### config.mk
export PLATFORM = sky130hd
export DESIGN_NAME = multicycle_control_fsm
export DESIGN_NICKNAME = d
export VERILOG_FILES = /design/src/rtl/multicycle_control_fsm.sv
export SDC_FILE = /design/constraint.sdc
export NUM_CORES = 1
export LEC_CHECK = 0
export ABC_AREA = 1
export CAP_MARGIN = 30
export CELL_PAD_IN_SITES_DETAIL_PLACEMENT = 0
export CELL_PAD_IN_SITES_GLOBAL_PLACEMENT = 2
export CORE_ASPECT_RATIO = 1.4
export CORE_MARGIN = 5
export CORE_UTILIZATION = 21
export DETAILED_ROUTE_END_ITERATION = 12
export PLACE_DENSITY_LB_ADDON = 0.1
export SLEW_MARGIN = 20
export SYNTH_ARGS = -nofsm -noshare
export SYNTH_HDL_FRONTEND = slang
export SYNTH_SLANG_ARGS = --single-unit
### constraint.sdc
create_clock -name clk -period 1.5 [get_ports clk]
set_clock_uncertainty 0.15 [all_clocks]
set_input_delay 0.225 -clock clk [delete_from_list [all_inputs] [get_ports clk]]
set_output_delay 0.225 -clock clk [all_outputs]
set_load 0.02 [all_outputs]
### src/rtl/multicycle_control_fsm.sv
`default_nettype none
// ============================================================================
// Module      : multicycle_control_fsm
// Description : Moore main control unit for the 16-bit multicycle processor.
//               Sequences fetch/decode/execute/memory/write-back, decodes the
//               IR opcode and function field, and counts retired instructions.
//               Optional macro MEM_READY_EN: FETCH, MEM_RD and MEM_WR wait on
//               the mem_ready handshake.
// Revision    : 1.0 - initial release
// ============================================================================
module multicycle_control_fsm #(
  parameter int CNT_W = 16
) (
  input  logic             clk,
  input  logic             rst,
  input  logic [3:0]       opcode,
  input  logic [3:0]       funcfield,
  input  logic             mem_ready,
  output logic             c_ir_write,
  output logic             c_pc_write,
  output logic             c_pc_write_cond,
  output logic             c_branch_ne,
  output logic [1:0]       c_pc_src,
  output logic             c_iord,
  output logic             c_mem_read,
  output logic             c_mem_write,
  output logic             c_reg_write,
  output logic             c_mem_to_reg,
  output logic             c_alu_src_a,
  output logic [1:0]       c_alu_src_b,
  output logic [2:0]       c_alu_op,
  output logic             instr_done,
  output logic             halt,
  output logic [CNT_W-1:0] instr_count
);

  typedef enum logic [3:0] {
    S_FETCH    = 4'd0,
    S_DECODE   = 4'd1,
    S_EXEC_R   = 4'd2,
    S_EXEC_I   = 4'd3,
    S_ALU_WB   = 4'd4,
    S_MEM_ADDR = 4'd5,
    S_MEM_RD   = 4'd6,
    S_MEM_WB   = 4'd7,
    S_MEM_WR   = 4'd8,
    S_BRANCH   = 4'd9,
    S_JUMP     = 4'd10,
    S_ILLEGAL  = 4'd11
  } state_t;

  localparam logic [2:0] ALU_ADD = 3'b000;
  localparam logic [2:0] ALU_SUB = 3'b001;
  localparam logic [2:0] ALU_NND = 3'b010;
  localparam logic [2:0] ALU_OR  = 3'b011;
  localparam logic [2:0] ALU_SHL = 3'b100;
  localparam logic [2:0] ALU_SHR = 3'b101;
  localparam logic [2:0] ALU_SAR = 3'b110;

  state_t           state_q, state_d;
  logic [CNT_W-1:0] count_q;
  logic             mem_ok;

  // Instruction classification from the IR fields
  logic       dec_r, dec_i, dec_zext, dec_lw, dec_sw, dec_br, dec_jmp;
  logic [2:0] dec_op;

`ifdef MEM_READY_EN
  assign mem_ok = mem_ready;
`else
  // Handshake is ignored: memory states always complete in one cycle
  logic unused_mem_ready;
  assign unused_mem_ready = mem_ready;
  assign mem_ok = 1'b1;
`endif

  // Decode opcode/funcfield into instruction class and ALU operation
  always_comb begin
    dec_r    = 1'b0;
    dec_i    = 1'b0;
    dec_zext = 1'b0;
    dec_lw   = 1'b0;
    dec_sw   = 1'b0;
    dec_br   = 1'b0;
    dec_jmp  = 1'b0;
    dec_op   = ALU_ADD;
    case (opcode)
      4'b1000: begin dec_r = 1'b1; dec_op = ALU_ADD; end
      4'b1100: begin dec_r = 1'b1; dec_op = ALU_SUB; end
      4'b1011: begin dec_r = 1'b1; dec_op = ALU_NND; end
      4'b1111: begin dec_r = 1'b1; dec_op = ALU_OR;  end
      4'b0000: begin
        case (funcfield)
          4'b0001: begin dec_r = 1'b1; dec_op = ALU_SHL; end
          4'b0010: begin dec_r = 1'b1; dec_op = ALU_SHR; end
          4'b0011: begin dec_r = 1'b1; dec_op = ALU_SAR; end
          default: dec_r = 1'b0;
        endcase
      end
      4'b1001: begin dec_i = 1'b1; dec_op = ALU_ADD; end
      4'b1101: begin dec_i = 1'b1; dec_op = ALU_SUB; end
      4'b1010: begin dec_i = 1'b1; dec_zext = 1'b1; dec_op = ALU_ADD; end
      4'b1110: begin dec_i = 1'b1; dec_zext = 1'b1; dec_op = ALU_SUB; end
      4'b0111: begin dec_i = 1'b1; dec_zext = 1'b1; dec_op = ALU_NND; end
      4'b0110: begin dec_i = 1'b1; dec_zext = 1'b1; dec_op = ALU_OR;  end
      4'b0001: dec_lw  = 1'b1;
      4'b0010: dec_sw  = 1'b1;
      4'b0100: dec_br  = 1'b1;
      4'b0101: dec_br  = 1'b1;
      4'b0011: dec_jmp = 1'b1;
      default: dec_r   = 1'b0;
    endcase
  end

  // State register; reset restarts at FETCH regardless of current state
  always_ff @(posedge clk) begin
    if (rst) state_q <= S_FETCH;
    else     state_q <= state_d;
  end

  // Next-state and Moore outputs; everything is forced low during reset
  always_comb begin
    state_d         = state_q;
    c_ir_write      = 1'b0;
    c_pc_write      = 1'b0;
    c_pc_write_cond = 1'b0;
    c_branch_ne     = 1'b0;
    c_pc_src        = 2'b00;
    c_iord          = 1'b0;
    c_mem_read      = 1'b0;
    c_mem_write     = 1'b0;
    c_reg_write     = 1'b0;
    c_mem_to_reg    = 1'b0;
    c_alu_src_a     = 1'b0;
    c_alu_src_b     = 2'b00;
    c_alu_op        = ALU_ADD;
    instr_done      = 1'b0;
    halt            = 1'b0;
    case (state_q)
      S_FETCH: begin
        c_mem_read  = 1'b1;
        c_alu_src_b = 2'b01;
        if (mem_ok) begin
          c_ir_write = 1'b1;
          c_pc_write = 1'b1;
          state_d    = S_DECODE;
        end
      end
      S_DECODE: begin
        // ALUOut <= PC + sext(imm8): branch target ready for BRANCH
        c_alu_src_b = 2'b10;
        if (dec_r)        state_d = S_EXEC_R;
        else if (dec_i)   state_d = S_EXEC_I;
        else if (dec_lw || dec_sw) state_d = S_MEM_ADDR;
        else if (dec_br)  state_d = S_BRANCH;
        else if (dec_jmp) state_d = S_JUMP;
        else              state_d = S_ILLEGAL;
      end
      S_EXEC_R: begin
        c_alu_src_a = 1'b1;
        c_alu_op    = dec_op;
        state_d     = S_ALU_WB;
      end
      S_EXEC_I: begin
        c_alu_src_a = 1'b1;
        c_alu_src_b = dec_zext ? 2'b11 : 2'b10;
        c_alu_op    = dec_op;
        state_d     = S_ALU_WB;
      end
      S_ALU_WB: begin
        c_reg_write = 1'b1;
        instr_done  = 1'b1;
        state_d     = S_FETCH;
      end
      S_MEM_ADDR: begin
        c_alu_src_a = 1'b1;
        c_alu_src_b = 2'b10;
        state_d     = dec_sw ? S_MEM_WR : S_MEM_RD;
      end
      S_MEM_RD: begin
        c_mem_read = 1'b1;
        c_iord     = 1'b1;
        if (mem_ok) state_d = S_MEM_WB;
      end
      S_MEM_WB: begin
        c_reg_write  = 1'b1;
        c_mem_to_reg = 1'b1;
        instr_done   = 1'b1;
        state_d      = S_FETCH;
      end
      S_MEM_WR: begin
        c_mem_write = 1'b1;
        c_iord      = 1'b1;
        if (mem_ok) begin
          instr_done = 1'b1;
          state_d    = S_FETCH;
        end
      end
      S_BRANCH: begin
        c_alu_src_a     = 1'b1;
        c_alu_op        = ALU_SUB;
        c_pc_write_cond = 1'b1;
        c_pc_src        = 2'b01;
        c_branch_ne     = opcode[0];
        instr_done      = 1'b1;
        state_d         = S_FETCH;
      end
      S_JUMP: begin
        c_pc_write = 1'b1;
        c_pc_src   = 2'b10;
        instr_done = 1'b1;
        state_d    = S_FETCH;
      end
      S_ILLEGAL: begin
        halt = 1'b1;
      end
      default: state_d = S_ILLEGAL;
    endcase
    if (rst) begin
      c_ir_write      = 1'b0;
      c_pc_write      = 1'b0;
      c_pc_write_cond = 1'b0;
      c_branch_ne     = 1'b0;
      c_pc_src        = 2'b00;
      c_iord          = 1'b0;
      c_mem_read      = 1'b0;
      c_mem_write     = 1'b0;
      c_reg_write     = 1'b0;
      c_mem_to_reg    = 1'b0;
      c_alu_src_a     = 1'b0;
      c_alu_src_b     = 2'b00;
      c_alu_op        = ALU_ADD;
      instr_done      = 1'b0;
      halt            = 1'b0;
    end
  end

  // Retired-instruction counter, wraps naturally at 2^CNT_W
  always_ff @(posedge clk) begin
    if (rst)             count_q <= '0;
    else if (instr_done) count_q <= count_q + {{(CNT_W-1){1'b0}}, 1'b1};
  end

  assign instr_count = count_q;

endmodule
`default_nettype wire

==> summary.md <==
| Metric | Value |
|---|---|
| Post-synth top area share | between 20% and 30% |
| Run status | finished, violations left |
| Syn Std Cell Area | around 0.0014 mm^2 |
| VDD IR max | between 0.4 and 0.5 mV |
| Crit path capture type | output pin |
| Share of cells above drive strength 1 | between 50% and 60% |
| Distinct cells, synth | 31 |
| Largest net degree at the start of global routing | 13 |
| Failing checks | setup timing |
| Die area | approximately 0.0085 mm^2 |
| CP top delay family | buffers and inverters |
| Crit path time final | 1.766 ns |
| Most frequent CP cell | inv_2 |
| Ant diodes | 0 |
| Top-count cell post-synth | nand2_1 |
| Top post-synthesis cells by count | nand2_1 (60), nor2_1 (38), inv_1 (24) |
| Final setup TNS | -4.968 ns |
| CP bufs+invs | 4 |
| Synth area leader | dfxtp_1 |
| EDFF count, synth | 0 |
| YS warnings | 0 |
| Final setup margin | -0.2655 ns |
| Initial DRC Count | 35 |
| P_leak | between 1 and 1.5 nW |
| Antenna violations before repair | 0 |
| Remaining DRCs | 0 |
| CP startpoint kind | register |
| DIE WIDTH | roughly 80 um |
| RSZ-0062 raised after global routing | true |
| Fmax | 0.5664 GHz |
| Req. time, crit path | between 1 and 1.5 ns |
| Vias in the first global route | 1,831 |
| TritonCTS Sinks | 20 |
| Wire per inst | roughly 12 um |
| Initial Util | 21.54% |
| Post-CTS Hold Fix Bufs | 0 |
| Top_reg_cell synth | dfxtp_1 |
| Fillers | ~720 |
| Clock transition at path regs | 0.08 ns |
| Net Count, Synth | approximately 250 |
| Routed WL | around 5 mm |
| Pins over their slew limit | 0 |
| GRT Total Usage | 12.28% |
| Gate Count Post-Synth | around 230 |
| IO Port Bufs | 44 |
| H-tree levels | 1 |
| Total core area | between 0.006 and 0.007 mm^2 |
| Cell breakdown of the critical path | inv_2, nand2_2, nor2_2, inv_2, nor2_4, inv_2, a31oi_4, buf_6 |
| Area grow syn2layout | 106.4% |
| CTS Root Cell | clkbuf_8 |
| Fin. Hold Viols | 0 |
| Row count | 35 |
| P per Cell Area | around 860 mW/mm^2 |
| Clk buf depth | 2 |
| Fin crit share | 117.7% |
| Largest stage delay, worst path | 0.34 ns |
| CTS buffer count | 3 |
| CP Class | reg2out |
| Vias | 1,832 |
| Clk_lat worst skew | between 0.2 and 0.3 ns |
| First-pass GRT wire length | between 8 and 9 mm |
| CP max FO | 3 |
| # Max-Cap Violations | 0 |
| GP Congestion | 0.7750 |
| Final setup viols | 35 |
| Fin nets | approximately 350 |
| Hold Crit Class | reg2reg |
| Async SR Flop Fraction | 0% |
| Total grt overflow | 0 |
| Pre-Repair DR Iteration Count | 4 |
| DRT antenna net count | 0 |
| Slew at the pin with the worst max-slew slack | 0.3377 ns |
| Sequential area share after synthesis | ~28% |
| Vias per cell | roughly 4.4 |
| HPWL Detailed | just over 4 mm |
| Relative slew margins | slightly below 80% |
| Critical-path top delay cell | dfxtp_2 |
| Syn avg cell area | 6.073 um^2 |
| I/O Pins | 46 |
| Worst EP arrival | 1.39 ns |
| Synth top area cells | dfxtp_1 (28%), nand2_1 (16%), nor2_1 (10%), a21oi_1 (6.4%), inv_1 (6.4%) |
| #FFs+latches synth | 20 |
| CTS tree | built |
| Pre-CTS setup slack | -0.9196 ns |
| Die Ht | 107.1 um |
## per-stage QoR
| stage | area [um^2] | total power, mW | utilization, % | hold slack (ns) | instances |
|---|---|---|---|---|---|
| floorplan | 1473 | 1.060 | - | 0.2797 | 233 |
| global placement | 2380 | 1.546 | 36.23 | 0.3269 | 400 |
| detailed placement | 2380 | 1.534 | 36.23 | 0.3313 | 400 |
| CTS | 2684 | 2.362 | 40.86 | 0.3412 | 412 |
| global route | 2920 | 2.670 | 44.46 | 0.3527 | 415 |
| finish | 2920 | 2.516 | 44.46 | 0.3311 | 415 |
## routing by layer
metal / up-vias / routed length, um / track usage (%)
met2: 32 / 2944 / 25.30
met5: - / 0 / 0
met3: 4 / 140 / 1.597
li1: 977 / - / -
met4: 0 / 47 / 3.317
met1: 819 / 1967 / 12.40
## area by class of cell
class	count	area (um^2)	share of cell area, %
Multi-Input combinational cell	177	1216	41.65
Inverter	30	125.1	4.284
Clock buffer	3	41.29	1.414
Timing Repair Buffer	110	997.2	34.15
Clock inverter	1	30.03	1.028
Tap cell	74	92.59	3.171
Sequential cell	20	417.9	14.31
## final timing paths
| path | slack, ns | cells past startpoint | to | startpoint |
|---|---|---|---|---|
| worst min-delay path | 0.33 | 2 | instr_count[5] | instr_count[5] |
| worst max register to register | -0.20 | 12 | instr_count[11] | state_q[2] |
| worst max-delay path | -0.27 | 8 | c_alu_op[1] | state_q[3] |
| worst min register to register | 0.33 | 2 | instr_count[5] | instr_count[5] |
## placed cells by master (no fill, tap or decap), types with 5 or more instances in the layout
master         netlist  routed
buf_4                1      57
o21ai_2              0       5
nor2_4               1      12
nor2_1              38      23
nand2_1             60      44
nor2_2               4       8
nand2_4              2      12
buf_6                0      25
inv_1               24      19
a21oi_1             18      11
dfxtp_1             20       8
a21oi_2              0       6
nand3_1             16      11
dfxtp_2              0      11
nand2_2              3       9
inv_2                5       8
dlygate4sd2_1        0      18
## flip-flops by register name (all words and copies together), names as in the netlist
| name | count |
|---|---|
| instr_count | 16 |
| state_q | 4 |
## worst reg2reg max path, cell delays in order, from the launching register on
cell,delay (ns)
dfxtp_2,0.35
inv_2,0.05
buf_6,0.12
nor2_8,0.08
buf_6,0.12
nand3_4,0.09
nand2_4,0.09
buf_6,0.11
buf_12,0.13
nand4_1,0.13
nand2_1,0.09
nand2_1,0.05
nor2_1,0.09
## cells by family (layout without fill, tap and decap cells)
group	Yosys count	in the layout	synth area share, %
AOI/OAI and AO/OA	36	36	13.70
adders and majority gates	1	1	0.8840
buffers and inverters	36	144	10.88
DFF	20	20	28.29
and+or+nand+nor	140	140	46.24
## where the power goes
group | total, mW | internal, mW | switching (mW)
registers | 0.617 | 0.571 | 0.0462
clock network | 0.548 | 0.356 | 0.192
logic | 1.35 | 0.683 | 0.668
total | 2.52 | 1.61 | 0.906
## repair_timing
item | 4_1_cts | 5_1_grt
buffers inserted | 8 | 4
resized for setup | 186 | 63
gates cloned | 1 | 0
setup endpoints to repair | 55 | 43
pin swaps | 23 | 23
Note: power is estimated with default switching activity, not from simulation.
